### config.mk
export PLATFORM = sky130hd
export DESIGN_NAME = ram_burst_ctrl
export DESIGN_NICKNAME = d
export VERILOG_FILES = /design/src/rtl/ram_ctrl_pkg.sv /design/src/rtl/rd_lat_pipe.sv /design/src/rtl/ram_burst_ctrl.sv
export SDC_FILE = /design/constraint.sdc
export NUM_CORES = 1
export LEC_CHECK = 0
export CAP_MARGIN = 15
export CORE_ASPECT_RATIO = 0.7
export CORE_MARGIN = 8
export CORE_UTILIZATION = 48
export CTS_CLUSTER_DIAMETER = 60
export CTS_CLUSTER_SIZE = 30
export DETAILED_ROUTE_END_ITERATION = 16
export PLACE_DENSITY = 0.83
export SYNTH_ARGS = -nofsm -noshare
export SYNTH_HDL_FRONTEND = slang
export SYNTH_SLANG_ARGS = --single-unit
export TNS_END_PERCENT = 100
### constraint.sdc
create_clock -name clk -period 2.76 [get_ports clk]
set_input_delay 0.552 -clock clk [delete_from_list [all_inputs] [get_ports clk]]
set_output_delay 0.552 -clock clk [all_outputs]
set_load 0.05 [all_outputs]
### src/rtl/ram_ctrl_pkg.sv
// Shared widths, FSM state type and address arithmetic for the RAM burst front-end.
package ram_ctrl_pkg;

    localparam int RAM_ADDR_W  = 7;
    localparam int RAM_DATA_W  = 9;
    localparam int BURST_LEN_W = 4;

    typedef enum logic [1:0] {
        IDLE     = 2'd0,
        WR       = 2'd1,
        RD       = 2'd2,
        RD_DRAIN = 2'd3
    } ram_ctrl_state_t;

    // Next address, wrapping modulo 2^width so a burst can cross the top of the RAM.
    function automatic logic [31:0] addr_wrap_inc(input logic [31:0] addr, input int width);
        logic [31:0] mask;
        mask = (32'd1 << width) - 32'd1;
        return (addr + 32'd1) & mask;
    endfunction

endpackage

### src/rtl/rd_lat_pipe.sv
// Shift pipe carrying {valid, last} for issued read addresses so they line up with ram_q.
module rd_lat_pipe #(
    parameter int DEPTH = 2
) (
    input  logic             clk,
    input  logic             rst_n,
    input  logic             i_vld,
    input  logic             i_last,
    output logic [DEPTH-1:0] o_vld,
    output logic [DEPTH-1:0] o_last
);

    logic [DEPTH-1:0] r_vld;
    logic [DEPTH-1:0] r_last;

    always_ff @(posedge clk or negedge rst_n) begin
        if (!rst_n) begin
            r_vld  <= '0;
            r_last <= '0;
        end else begin
            r_vld  <= {r_vld[DEPTH-2:0], i_vld};
            r_last <= {r_last[DEPTH-2:0], i_last};
        end
    end

    assign o_vld  = r_vld;
    assign o_last = r_last;

endmodule

### src/rtl/ram_burst_ctrl.sv
// Single-burst command front-end driving a single-port RAM: streams write beats to
// consecutive addresses and returns read beats in order with a last marker.
module ram_burst_ctrl
    import ram_ctrl_pkg::*;
#(
    parameter int ADDR_W = RAM_ADDR_W,
    parameter int DATA_W = RAM_DATA_W,
    parameter int LEN_W  = BURST_LEN_W,
    parameter int RD_LAT = 1
) (
    input  logic              clk,
    input  logic              rst_n,
    input  logic              cmd_valid,
    output logic              cmd_ready,
    input  logic              cmd_write,
    input  logic [ADDR_W-1:0] cmd_addr,
    input  logic [LEN_W-1:0]  cmd_len,
    input  logic              wdata_valid,
    output logic              wdata_ready,
    input  logic [DATA_W-1:0] wdata,
    output logic              rdata_valid,
    output logic [DATA_W-1:0] rdata,
    output logic              rdata_last,
    output logic              done,
    output logic              busy,
    output logic [ADDR_W-1:0] ram_addr,
    output logic [DATA_W-1:0] ram_data,
    output logic              ram_wr_en,
    input  logic [DATA_W-1:0] ram_q
);

    ram_ctrl_state_t   r_state;
    logic [ADDR_W-1:0] r_addr_cnt;
    logic [LEN_W-1:0]  r_beat_cnt;
    logic [ADDR_W-1:0] r_ram_addr;
    logic [DATA_W-1:0] r_ram_data;
    logic              r_ram_wr_en;
    logic              r_done;

    logic              w_cmd_fire;
    logic              w_issue;
    logic              w_issue_last;
    logic [RD_LAT:0]   w_pipe_vld;
    logic [RD_LAT:0]   w_pipe_last;
    logic [ADDR_W-1:0] w_addr_next;

    // done is masked in so cmd_ready only rises the cycle after a burst completes.
    assign cmd_ready    = (r_state == IDLE) && !r_done;
    assign wdata_ready  = (r_state == WR);
    assign busy         = (r_state != IDLE);
    assign w_cmd_fire   = cmd_valid && cmd_ready;
    assign w_issue      = (r_state == RD);
    assign w_issue_last = w_issue && (r_beat_cnt == '0);
    assign w_addr_next  = ADDR_W'(addr_wrap_inc(32'(r_addr_cnt), ADDR_W));

    always_ff @(posedge clk or negedge rst_n) begin
        if (!rst_n) begin
            r_state     <= IDLE;
            r_addr_cnt  <= '0;
            r_beat_cnt  <= '0;
            r_ram_addr  <= '0;
            r_ram_data  <= '0;
            r_ram_wr_en <= 1'b0;
            r_done      <= 1'b0;
        end else begin
            r_ram_wr_en <= 1'b0;
            r_done      <= 1'b0;
            case (r_state)
                IDLE: begin
                    if (w_cmd_fire) begin
                        r_addr_cnt <= cmd_addr;
                        r_beat_cnt <= cmd_len;
                        r_state    <= cmd_write ? WR : RD;
                    end
                end
                WR: begin
                    if (wdata_valid) begin
                        r_ram_addr  <= r_addr_cnt;
                        r_ram_data  <= wdata;
                        r_ram_wr_en <= 1'b1;
                        r_addr_cnt  <= w_addr_next;
                        r_beat_cnt  <= r_beat_cnt - LEN_W'(1);
                        if (r_beat_cnt == '0) begin
                            r_state <= IDLE;
                            r_done  <= 1'b1;
                        end
                    end
                end
                RD: begin
                    r_ram_addr <= r_addr_cnt;
                    r_addr_cnt <= w_addr_next;
                    r_beat_cnt <= r_beat_cnt - LEN_W'(1);
                    if (r_beat_cnt == '0) begin
                        r_state <= RD_DRAIN;
                    end
                end
                RD_DRAIN: begin
                    // Register done one stage early so it lands with rdata_last.
                    if (w_pipe_vld[RD_LAT-1] && w_pipe_last[RD_LAT-1]) begin
                        r_done <= 1'b1;
                    end
                    if (w_pipe_vld[RD_LAT] && w_pipe_last[RD_LAT]) begin
                        r_state <= IDLE;
                    end
                end
                default: r_state <= IDLE;
            endcase
        end
    end

    rd_lat_pipe #(
        .DEPTH(RD_LAT + 1)
    ) u_rd_lat_pipe (
        .clk    (clk),
        .rst_n  (rst_n),
        .i_vld  (w_issue),
        .i_last (w_issue_last),
        .o_vld  (w_pipe_vld),
        .o_last (w_pipe_last)
    );

    assign ram_addr    = r_ram_addr;
    assign ram_data    = r_ram_data;
    assign ram_wr_en   = r_ram_wr_en;
    assign done        = r_done;
    assign rdata       = ram_q;
    assign rdata_valid = w_pipe_vld[RD_LAT];
    assign rdata_last  = w_pipe_vld[RD_LAT] && w_pipe_last[RD_LAT];

endmodule

Yosys cells after proc, flatten, opt, wreduce, memory -nomap -nowiden:

Index checks and enable logic that the tools add are counted.

* eq/ne operators: 8
* add/sub/neg operators: 2
* multiplexer cells: 21
* reductions and logical operators: 15

Operator list (count)
* 7-bit 2-to-1 mux: 3
* 7-bit case mux with 3 select lines: 1
* 7-bit case mux with 2 select lines: 1
* 2-bit 2-to-1 mux: 6
* 4-bit case mux with 3 select lines: 1
* 4-bit 2-to-1 mux: 2
* 2-bit inequality test, second input constant: 4
* 2-bit case mux with 4 select lines: 1
* 7-bit by 1-bit adder with 7-bit output, second input constant: 1
* 1-bit logical AND: 5
* 1-bit 2-to-1 mux: 5
* 5-bit AND reduction: 1
* 2-bit == test, second input constant: 2
* 4-bit zero test: 1
* 2-bit AND reduction: 2
* 2-bit nonzero test: 2
* 4-bit by 1-bit subtractor with 4-bit output, second input constant: 1
* 3-bit AND reduction: 1
* 3-bit nonzero test: 1
* 2-bit by 1-bit == test with 1-bit output, second input constant: 1
* 2-bit zero test: 1
* 2-bit by 1-bit inequality test with 1-bit output, second input constant: 1
* 1-bit case mux with 2 select lines: 1
* 1-bit zero test: 1

* bits in registers: 35
* input port bits: 34
* output and inout bits: 32

Depth between registers and ports, before layout:

Gate-level depths: netlist (run 1).

* depth after elaboration: 5
* depth in mapped cells: 7
* depth with buffers taken out: 6

Modules after synthesis:

From an unflattened synthesis (run 1), not the netlist that was laid out.

* cell total of the unflattened synthesis: 161
* area total of the unflattened synthesis: 1741.7 sq um

Modules (own cells, without submodules)
* ram_burst_ctrl: instances 1, area an instance 1641.6 sq um, cells an instance 157
* rd_lat_pipe: instances 1, area an instance 100.1 sq um, cells an instance 4

Worst setup path before layout (run 1):

OpenSTA, ideal clock, no wires.

* kind: register to output
* start point: register r_state[0]
* end point: output port cmd_ready
* arrival time: 1.746 ns
* cell stages (with the launch flop): 5
* buffers on the path: 0
* path slack: 0.462 ns
* path through: dfrtp_1 -> inv_1 -> ha_1 -> inv_1 -> nor2_1

* longest elaborated chain between the ends: 2

RTL lines
* from (decl): RTL line ram_burst_ctrl.sv:32 `ram_ctrl_state_t r_state;`
* from (signal assigned): RTL line ram_burst_ctrl.sv:73 `r_state <= cmd_write ? WR : RD;`
* 2-bit zero test: RTL line ram_burst_ctrl.sv:48 `assign cmd_ready = (r_state == IDLE) && !r_done;`
* 1-bit logical AND: RTL line ram_burst_ctrl.sv:48
* to (decl): RTL line ram_burst_ctrl.sv:14 `output logic cmd_ready,`

No other way between the ends.

Worst setup path after layout (run 1):

* start point: register r_state[0]
* end point: output port busy

* longest elaborated chain between the ends: 1

RTL lines
* 2-bit nonzero test: RTL line ram_burst_ctrl.sv:50 `assign busy = (r_state != IDLE);`
* to (decl): RTL line ram_burst_ctrl.sv:25 `output logic busy,`

No other way between the ends.

==> results of run 1 <==
worst paths after layout:
check                                   startpoint                 endpoint
max                                     r_state[0]                     busy
min                        u_rd_lat_pipe.o_last[0]  u_rd_lat_pipe.o_last[1]
max reg2reg                             r_state[1]              ram_addr[3]
min reg2reg                u_rd_lat_pipe.o_last[0]  u_rd_lat_pipe.o_last[1]
max in group asynchronous                    rst_n                ram_wr_en
min in group asynchronous                    rst_n              ram_data[8]
per-layer routing:
metal | share of wire, % | track usage [%]
met5 | 0 | 0
met4 | 1.6 | 7.42
met3 | 4.8 | 3.39
met2 | 50 | 23.8
met1 | 43 | 16.6
final cells by class:
cell class | count | area share (%)
clock inverters | 1 | 0.215
well taps | 50 | 2.68
repair buffers | 49 | 20.9
flip-flops and latches | 35 | 37.6
inverters | 8 | 1.29
clock buffers | 7 | 3.27
multi-input cells | 100 | 34.1
cell families (layout without fill, tap and decap cells):
group	count (synthesis)	in the layout	share of synthesized area, %
AND/OR/NAND/NOR	42	42	14.2
AO/OA/AOI/OAI	31	31	12.6
buffers and inverters	23	65	7.68
flip-flops	35	35	48.4
multiplexers	20	20	12.3
adder cells (fa/ha/maj)	7	7	4.84
sequential cells by signal (all words and copies together), names as in the netlist:
signal                count
ram_data                  9
r_addr_cnt                7
ram_addr                  7
r_beat_cnt                4
r_state                   2
u_rd_lat_pipe.o_last      2
u_rd_lat_pipe.o_vld       2
done                      1
ram_wr_en                 1
synth_stat cells, drive strengths merged:
| cell type | instances | share of area, % |
|---|---|---|
| a2111oi | 1 | 0.48 |
| nor3b | 1 | 0.42 |
| mux2i | 2 | 1.1 |
| nand2b | 4 | 1.8 |
| o221ai | 1 | 0.48 |
| nand4 | 2 | 0.69 |
| clkbuf | 1 | 0.21 |
| buf | 14 | 5.8 |
| mux2 | 18 | 11 |
| or2 | 2 | 0.69 |
| nand2 | 10 | 2.1 |
| a21oi | 5 | 1.4 |
| o21ai | 14 | 3.9 |
| and4 | 2 | 1.0 |
| dfrtp | 35 | 48 |
| o211ai | 1 | 0.42 |
| nand3 | 2 | 0.55 |
| inv | 8 | 1.7 |
| a211o | 1 | 0.97 |
| o22ai | 1 | 0.35 |
| a31o | 1 | 0.48 |
| nor2 | 6 | 1.4 |
| a211oi | 5 | 3.6 |
| and2 | 4 | 1.4 |
| nor2b | 2 | 1.1 |
| ha | 7 | 4.8 |
| nor3 | 7 | 3.0 |
| a32o | 1 | 0.55 |
worst max-delay path: stages (launching register included):
cell and delay [ns]:
dfrtp_1 0.40, inv_1 0.10, ha_1 0.30, inv_1 0.12, clkdlybuf4s50_1 0.82
power by group through the flow:
stage	logic (mW)	clock network [mW]	registers [mW]
after detailed placement	2.01	0	0.953
after CTS	2.02	0.353	0.947
after global routing	2.14	0.382	0.990
final	2.00	0.343	0.952
after floorplan	1.09	0	1.37
after global placement	1.94	0	0.933
timing repair:
action,4_1_cts,5_1_grt
endpoints found under the hold margin,0,0
gates resized for setup,0,1
endpoints found under the setup margin,0,1
hold buffers,0,0
==> flow_summary.toml, run 1 <==
[final_layout]
syn_to_final_growth_pct = 28.9
fin_cells = 250
final_cell_mix = "46 x clkdlybuf4s50_1, 35 x dfrtp_1, 18 x mux2_2, 11 x o21ai_0, 10 x nand2_1"
final_common_cell = "clkdlybuf4s50_1"
seq_area_um2 = 876
post-route-util_pct = 65.5
multi_input_area_um2 = 795
fin_nets = 240
antenna_cells = 0
final_area_um2 = 2330
fill_cells = 286
drive_above_1_share_pct = 21.0

[yosys]
synth_seq_cells = 35
ys_warn_count = 0
synth_nets = 199
synth.avg_cell_area_um2 = 11.5
synth_cells = 158
seq_area_frac_synth_pct = 48.4
netlist-cell-type-count = 38
synth_area_um2 = 1810

[hold_path]
whs_path_depth = 0
holdCritPathClass = "reg -> reg"

[pwr]
power_frac_seq_pct = 28.9
internal_power_mw = 1.73
switchingPower_mw = 1.57
power_frac_comb_pct = 60.8
total_power_mw = 3.30
pwr-share-clk_pct = 10.4
power_density_nw_per_um2 = 1410
switching_share_pct = 47.5
p_leak_nw = 0.976
vdd_drop_max_mv = 0.539

[worst_setup_path]
cp.arrival_ns = 2.02
end_kind = "output pin"
r2r_cells = 5
rrSetupSlack_ns = 0.90
required_ns = 2.21
start_kind = "flip-flop"
critPathMaxFanout = 5
crit_type = "reg -> out"

[die]
fp.dieH_um = 67.4
dieArea_um2 = 6020
die_w_um = 89.4
initial_core_util_pct = 50.8
boundaryPins = 66
rows = 18
core_um2 = 3560

[timing]
hold_viol_final = 0
setup_violations = 0
whs_ns = 0.383
final.setup.worst_slack_ns = 0.183
min_period_over_period_pct = 93.4
rsz0062_at_grt = "false"
tightest_slew_ns = 0.570
fmax_mhz = 388
tns_ns = 0
finalMaxSlewViolations = 0
period_needed_ns = 2.58
finClkSkew_ns = 0.00237
maxSlewHeadroom_pct = 61.9

[clocking]
root_buffer = "clkbuf_8"
cts_buffer_depth = 2
clk_pin_slew_ns = 0.06
cts_setup_buffers = 0
cts_made_buffers = 5
clkLatencyLatePin_ns = 0.28
cts_tree = "built"
cts_sinks = 35
htreeDepth = 2

[route]
wl_mm = 4.03
route.detailed.drc = 0
vias = 1329
avgViaCountPerCell = 5.32
first_pass_iters = 4
wl_per_cell_um = 16.1
drtAntennaViolNets = 0
drt_first_iter_violations = 83

[global_route]
grt_use_total_pct = 14.1
overflow = 0
grt_pass1_wl_mm = 6.51
antenna_found_initial = 0
first_global_vias = 1428
grt_max_degree = 36

[job]
drv_cap = 0

[place]
gp_congestion = 0.800
dpl_cell_area_um2 = 2250
pre_cts_ws_ns = 0.349
dp.cells = 242
dp_hpwl_mm = 3.04
io_buffers = 47

[outcome]
status = "finished, final reports clean"
No activity file was read; power rests on OpenSTA's default activity.
==> inputs of run 2 (changes only) <==
--- a/config.mk
+++ b/config.mk
@@ -5,6 +5,7 @@
 export SDC_FILE = /design/constraint.sdc
 export NUM_CORES = 1
 export LEC_CHECK = 0
+export ABC_AREA = 0
 export CAP_MARGIN = 15
 export CORE_ASPECT_RATIO = 0.7
 export CORE_MARGIN = 8
==> results of run 2 <==
The final DEF is identical to that of run 1; final timing and power are the same.
==> inputs of run 3 (changes only) <==
--- a/config.mk
+++ b/config.mk
@@ -6,6 +6,7 @@
 export NUM_CORES = 1
 export LEC_CHECK = 0
 export ABC_AREA = 0
+export ABC_CLOCK_PERIOD_IN_PS = 2760
 export CAP_MARGIN = 15
 export CORE_ASPECT_RATIO = 0.7
 export CORE_MARGIN = 8
@@ -13,6 +14,7 @@
 export CTS_CLUSTER_DIAMETER = 60
 export CTS_CLUSTER_SIZE = 30
 export DETAILED_ROUTE_END_ITERATION = 16
+export HOLD_SLACK_MARGIN = 0.03
 export PLACE_DENSITY = 0.83
 export SYNTH_ARGS = -nofsm -noshare
 export SYNTH_HDL_FRONTEND = slang
==> results of run 3 <==
The final DEF is identical to that of run 1; final timing and power are the same.
